File: config.mk
export PLATFORM = sky130hd
export DESIGN_NAME = draw_sequencer
export DESIGN_NICKNAME = d
export VERILOG_FILES = /design/src/rtl/draw_sequencer.sv
export SDC_FILE = /design/constraint.sdc
export NUM_CORES = 1
export LEC_CHECK = 0
export CAP_MARGIN = 30
export CORE_MARGIN = 2
export CORE_UTILIZATION = 41
export DETAILED_ROUTE_END_ITERATION = 10
export HOLD_SLACK_MARGIN = 0.03
export PLACE_DENSITY_LB_ADDON = 0.2
export SLEW_MARGIN = 30
export SYNTH_ARGS = -nofsm -noshare
export SYNTH_HDL_FRONTEND = slang
export SYNTH_SLANG_ARGS = --single-unit
File: constraint.sdc
create_clock -name clk -period 2 [get_ports clk]
set_input_delay 0.4 -clock clk [delete_from_list [all_inputs] [get_ports clk]]
set_output_delay 0.4 -clock clk [all_outputs]
set_load 0.05 [all_outputs]
File: src/rtl/draw_sequencer.sv
// Top-level VGA draw scheduler: clears the screen with the fillscreen engine, then
// runs the circle engine, forwarding the active engine's clipped pixels to the adapter.
//
// state    | meaning
// IDLE     | waiting for start; params latched on exit
// FILL     | fillscreen engine running
// FILL_REL | waiting for fillscreen engine to drop done
// CIRC     | circle engine running
// DONE     | run finished, waiting for start low
// ERR      | phase timed out, waiting for start low
module draw_sequencer #(
    parameter int SCREEN_W       = 160,
    parameter int SCREEN_H       = 120,
    parameter int TIMEOUT_CYCLES = 65536
) (
    input  logic        clk,
    input  logic        rst,
    input  logic        start,
    input  logic [2:0]  bg_colour,
    input  logic [2:0]  fg_colour,
    input  logic [7:0]  centre_x,
    input  logic [6:0]  centre_y,
    input  logic [7:0]  radius,
    output logic        done,
    output logic        error,
    output logic [15:0] pixel_count,
    output logic        fill_start,
    output logic [2:0]  fill_colour,
    input  logic        fill_done,
    input  logic [7:0]  fill_x,
    input  logic [6:0]  fill_y,
    input  logic [2:0]  fill_col,
    input  logic        fill_plot,
    output logic        circ_start,
    output logic [7:0]  circ_cx,
    output logic [6:0]  circ_cy,
    output logic [7:0]  circ_r,
    output logic [2:0]  circ_colour,
    input  logic        circ_done,
    input  logic [7:0]  circ_x,
    input  logic [6:0]  circ_y,
    input  logic [2:0]  circ_col,
    input  logic        circ_plot,
    output logic [7:0]  vga_x,
    output logic [6:0]  vga_y,
    output logic [2:0]  vga_colour,
    output logic        vga_plot
);

    localparam int            TW        = $clog2(TIMEOUT_CYCLES + 1);
    localparam logic [TW-1:0] TIMER_MAX = TW'(TIMEOUT_CYCLES);
    localparam logic [8:0]    X_LIM     = 9'(SCREEN_W);
    localparam logic [7:0]    Y_LIM     = 8'(SCREEN_H);

    typedef enum logic [2:0] {
        S_IDLE, S_FILL, S_FILL_REL, S_CIRC, S_DONE, S_ERR
    } state_t;

    state_t        state, state_next;
    logic [TW-1:0] timer;
    logic          timeout;
    logic          start_run;
    logic          sel_plot;
    logic [7:0]    sel_x;
    logic [6:0]    sel_y;
    logic [2:0]    sel_col;
    logic          plot_ok;

    assign timeout   = (timer + TW'(1)) == TIMER_MAX;
    assign start_run = (state == S_IDLE) && start;
    assign plot_ok   = sel_plot && ({1'b0, sel_x} < X_LIM) && ({1'b0, sel_y} < Y_LIM);

    always_ff @(posedge clk) begin
        if (rst) state <= S_IDLE;
        else     state <= state_next;
    end

    // Abort beats engine completion, which beats timeout.
    always_comb begin
        state_next = state;
        case (state)
            S_IDLE:     if (start) state_next = S_FILL;
            S_FILL: begin
                if (!start)         state_next = S_IDLE;
                else if (fill_done) state_next = S_FILL_REL;
                else if (timeout)   state_next = S_ERR;
            end
            S_FILL_REL: begin
                if (!start)          state_next = S_IDLE;
                else if (!fill_done) state_next = S_CIRC;
                else if (timeout)    state_next = S_ERR;
            end
            S_CIRC: begin
                if (!start)         state_next = S_IDLE;
                else if (circ_done) state_next = S_DONE;
                else if (timeout)   state_next = S_ERR;
            end
            S_DONE, S_ERR: if (!start) state_next = S_IDLE;
            default:        state_next = S_IDLE;
        endcase
    end

    // Gating the mux with start keeps the abort cycle from plotting.
    always_comb begin
        fill_start = (state == S_FILL);
        circ_start = (state == S_CIRC);
        done       = (state == S_DONE) || (state == S_ERR);
        error      = (state == S_ERR);
        sel_plot   = 1'b0;
        sel_x      = '0;
        sel_y      = '0;
        sel_col    = '0;
        if (start && state == S_FILL) begin
            sel_plot = fill_plot;
            sel_x    = fill_x;
            sel_y    = fill_y;
            sel_col  = fill_col;
        end else if (start && state == S_CIRC) begin
            sel_plot = circ_plot;
            sel_x    = circ_x;
            sel_y    = circ_y;
            sel_col  = circ_col;
        end
    end

    always_ff @(posedge clk) begin
        if (rst) begin
            timer       <= '0;
            fill_colour <= '0;
            circ_cx     <= '0;
            circ_cy     <= '0;
            circ_r      <= '0;
            circ_colour <= '0;
            vga_x       <= '0;
            vga_y       <= '0;
            vga_colour  <= '0;
            vga_plot    <= 1'b0;
            pixel_count <= '0;
        end else begin
            if (state_next != state)
                timer <= '0;
            else if (state == S_FILL || state == S_FILL_REL || state == S_CIRC)
                timer <= timer + TW'(1);

            if (start_run) begin
                fill_colour <= bg_colour;
                circ_cx     <= centre_x;
                circ_cy     <= centre_y;
                circ_r      <= radius;
                circ_colour <= fg_colour;
            end

            vga_x      <= sel_x;
            vga_y      <= sel_y;
            vga_colour <= sel_col;
            vga_plot   <= plot_ok;

            if (start_run)
                pixel_count <= '0;
            else if (plot_ok && pixel_count != 16'hFFFF)
                pixel_count <= pixel_count + 16'd1;
        end
    end

endmodule

[After elaboration in Yosys (flattened, before gate mapping)]
Cells that the tools add are included.
Word-level totals
  bits in registers: 84
  output and inout port bits: 68
  word-level logic and storage cells: 55
Cells by class
  $add $sub $neg: 2
  magnitude comparators: 2
  equality and inequality tests: 8
  multiplexer cells: 18
  reduce and logical (&&, ||, !) cells: 13
Operator list (number)
  $mux W3: 11
  $add A17 B1 Y17 const B: 1
  $eq A17 B17 Y1 const B: 1
  $add A16 B1 Y16 const B: 1
  $mux W8: 2
  $ne A16 B16 Y1 const B: 1
  $pmux W3 S5: 1
  $mux W7: 2
  $lt A8 B8 Y1 const B: 1
  $lt A7 B7 Y1 const B: 1
  $eq A3 B2 Y1 const B: 2
  $eq A3 B3 Y1 const B: 2
  $logic_and A1 B1 Y1: 6
  $reduce_or A2 Y1: 3
  $eq A3 B1 Y1 const B: 1
  $logic_not A3 Y1: 1
  $logic_or A1 B1 Y1: 3
  $ne A3 B3 Y1: 1
  $mux W1: 2

[Depth between registers and ports, before layout]
  depth after elaboration: 8
  mapped depth: 9
  gate-level depth less buffers: 7

[Worst setup path after synthesis]
Ideal clock, no wire load.
  kind: reg-to-reg
  from: reg pixel_count[0]
  to: reg pixel_count[14]
  arrival: 2256 ps
  data required time: 1876 ps
  path slack: -381 ps
  stages on the path, launching flop included: 8
  path buffers: 1
  clock period less this slack: 2381 ps
  cell sequence: dfxtp_1 > ha_1 > inv_1 > or2_2 > nor3_1 > buf_2 > nor3_1 > mux2i_1
On the way
  longest elaborated chain between the ends: 2
  elaborated cells between the ends (all ways): 3
RTL lines
  start, declared: RTL line 26  | output logic [15:0] pixel_count,
  start signal, assigned: RTL line 161  | pixel_count <= pixel_count + 16'd1;
  parallel branches: the longest is 2 deep, another holds $add A16 B1 Y16
Parallel ways; which one is timed is not known.
A chain may end at the register's enable or synchronous reset.

[Worst setup path in the final report]
  from: in circ_y[5]
  to: reg pixel_count[11]
On the way
  longest elaborated chain between the ends: 5
RTL lines
  start, declared: RTL line 41  | input logic [6:0] circ_y,
  $mux W7: RTL line 118  | end else if (start && state == S_CIRC) begin
  $mux W7: RTL line 113  | if (start && state == S_FILL) begin
  $lt A7 B7 Y1: RTL line 71  | assign plot_ok = sel_plot && ({1'b0, sel_x} < X_LIM) && ({1'b0, sel_y} < Y_LIM);
  $logic_and A1 B1 Y1: RTL line 71
  $logic_and A1 B1 Y1: RTL line 160  | else if (plot_ok && pixel_count != 16'hFFFF)
Every way passes these cells.

==> metrics.txt <==
number of unique standard cell types used by synthesis=60; post-synth top area cell=dfxtp_1; Clock Tree Buf Depth=2; Reg2Reg Depth=7; critical path type=in2reg; Achievable Freq=~470 MHz; Root Buffer=clkbuf_8; max-cap violations=0; Die ar.=10300 sq um; final instance area=roughly 6600 sq um; top cells by area, synth=dfxtp_1 43%, nand2_1 8.4%, a21oi_1 5.3%, nor2_1 3.8%, a22oi_1 3.5%; Layout fillers=720; WL final=approximately 12 mm; Slowest Stage Delay on Critical Path=0.43 ns; syn avg cell area=a little over 8 sq um; Layout Nets=739; post-route ant nets=0; PwrDens=approximately 540 nW/um^2; synthesized area=3890 sq um; drt pass-1 iters=5; CP required=2.29 ns; # DRC=0; DR vias=around 4200; Worst slew margin=42.1%; Setup-failing EPs final=31; count of pins over their slew limit=0; # diodes=0; clk_lat worst skew=0.36 ns; Worst-path clk slew=roughly 0.080 ns; largest net degree at the start of global routing=42; worst slew pin tran=0.866 ns; site row count=35; status=complete, but fails checks; setup slack after layout=-0.142 ns; initial antenna violation count=0; htree depth=3; Post-synth ARST share=0%; Sink Count=84; clk_skew=0.00914 ns; critical path startpoint category=input pin; Syn Inst Count=470; All-Layer GR Usage=22.0%; total CTS buffers=9; wire per inst=15.0 um; met3 routed WL=715 um; Levels on crit path=8; Mapped Nets=around 540; vias in the first global route=between 3000 and 4000; Non-Filler Instances=around 800; die height=101 um; io pins=140; Slowest-stage cell, CP=clkdlybuf4s50_1; CP endpoint kind=register; CP max FO=5; routability congestion estimate=approximately 0.8; Hold Fails Final Rpt=0; dpl cells=770; placed cell areas=between 5000 and 6000 sq um; Post-synth top flop=dfxtp_1; Post-synth EDFFs=0; hold depth=2; Buf/Inv on CP=2; RSZ-0062 raised after global routing=true; failing checks=setup timing; via-per-instance ratio=5.25; Yosys reg bits=84; commonest non-fill, non-tap cells in the layout=121 x clkdlybuf4s50_1, 87 x nand2_1, 68 x dfxtp_1, 57 x buf_4, 39 x a21oi_1; final hold slack=0.455 ns; worst path cell trace=clkdlybuf4s50_1 -> and2_1 -> a32o_2 -> a221oi_4 -> o21ai_4 -> buf_6 -> or4_4 -> a21oi_2; chip width=101 um; Top Metal Used=met4; Starting DRT DRC Count=~190; CP arrival=2.44 ns; CP delay by family, top=compound AO/OA/AOI/OAI gates; Lkg Pwr=about 2.4 nW; sequential area share after synthesis=a little over two fifths; layout cell share with drive strength beyond 1=26.8%; first-pass GRT wire length=around 18 mm; maximum VDD drop=0.469 mV; CTS tree=built; Final HPWL DP=8.14 mm; period utilisation layout=107%; hold crit path type=reg2reg; DR WL met2=6.22 mm; yosys warns=0; synthesis-to-layout area growth=68.3%; post-synth top area share=between 40 and 50%; total gr overflow=0; Port Buffers=around 140; commonest non-fill, non-tap cell in the layout=clkdlybuf4s50_1; Final Critical Period=2.14 ns; initial core utilization=42.1%; met1 wire length=4.84 mm; core area=9240 sq um
==> layout make-up <==
cell class / instances / area, sq um / area share [%]
Tap cell: 129 / 161 / 2.46
Multi-Input combinational cell: 355 / 2450 / 37.4
Inverter: 8 / 30.0 / 0.458
Timing Repair Buffer: 207 / 2030 / 31.0
Clock inverter: 6 / 48.8 / 0.745
Clock buffer: 9 / 124 / 1.89
Sequential cell: 84 / 1700 / 26.0
==> registers in the layout, indices dropped and copies added, names as in the netlist <==
name	flops
circ_colour	3
circ_cy	7
vga_y	7
timer	17
vga_colour	3
circ_r	8
vga_x	8
vga_plot	1
pixel_count	16
circ_cx	8
state	3
fill_colour	3
==> tightest hold or removal path: stages, from the launching register on <==
cell,delay [ns]
dfxtp_1,0.31
nand2_1,0.05
a21oi_1,0.05
==> power breakdown <==
group | switching, mW | internal, mW
combinational | 0.368 | 0.320
clock | 0.647 | 0.455
sequential | 0.0218 | 1.71
total | 1.04 | 2.49
==> synthesized netlist by cell type (2+ instances only) <==
cell type,count
nand2_1,87
dfxtp_1,84
a21oi_1,41
nor2_1,39
a22oi_1,18
clkbuf_1,17
nand3_1,14
xnor2_1,14
nor3_1,13
or3_1,12
nor2_2,10
mux2i_1,9
inv_1,8
nand4_1,8
or4_1,6
xor2_1,6
and2_1,5
nor4_1,5
o21ai_0,5
o31ai_1,5
or2_2,5
and4_1,4
a211oi_1,3
and3_1,3
and4_2,3
buf_2,3
nand2b_1,3
nor2b_1,3
a2111oi_0,2
a32o_1,2
and3_2,2
buf_6,2
ha_1,2
==> what timing repair did <==
item | in CTS | in global routing
pin swaps | 11 | 18
buffers inserted | 5 | 3
setup endpoints to repair | 38 | 41
gates cloned | 2 | 3
resized for setup | 27 | 49
hold buffers | 0 | 0
==> kinds of logic (layout without fill, tap and decap cells) <==
| logic type | after synthesis | after routing | synth area share [%] |
|---|---|---|---|
| multiplexers | 9 | 9 | 2.31 |
| AND/OR/NAND/NOR | 229 | 230 | 29.2 |
| buffers and inverters | 33 | 230 | 4.02 |
| AO/OA/AOI/OAI | 93 | 94 | 16.1 |
| XOR/XNOR | 20 | 20 | 4.50 |
| adder cells (fa/ha/maj) | 2 | 2 | 0.643 |
| flip-flops | 84 | 84 | 43.2 |
==> stage by stage <==
stage                     total power [mW]  utilization (%)  worst slack [ns]  TNS [ns]
after floorplan                       2.09                -           -0.0147   -0.0833
after global placement                2.40             64.0            -0.591    -20.51
after detailed placement              2.41             64.0            -0.633    -23.73
after CTS                             3.52             67.4            -0.107     -1.78
after global routing                  3.67             70.9            -0.236     -5.69
final                                 3.52             70.9            -0.142     -2.51
==> layer usage <==
metal | global-route usage [%] | vias to the layer above
met5 | 0 | -
met4 | 7.59 | 0
met3 | 6.21 | 16
met2 | 38.1 | 132
met1 | 26.3 | 1990
li1 | - | 2052
==> final timing paths <==
| path | slack [ns] | to | startpoint |
|---|---|---|---|
| setup / recovery | -0.14 | pixel_count[11] | circ_y[5] |
| hold / removal | 0.46 | circ_r[1] | circ_r[1] |
| setup reg to reg | -0.13 | pixel_count[11] | state[1] |
| hold reg to reg | 0.46 | circ_r[1] | circ_r[1] |
No activity file was read; power rests on OpenSTA's default activity.
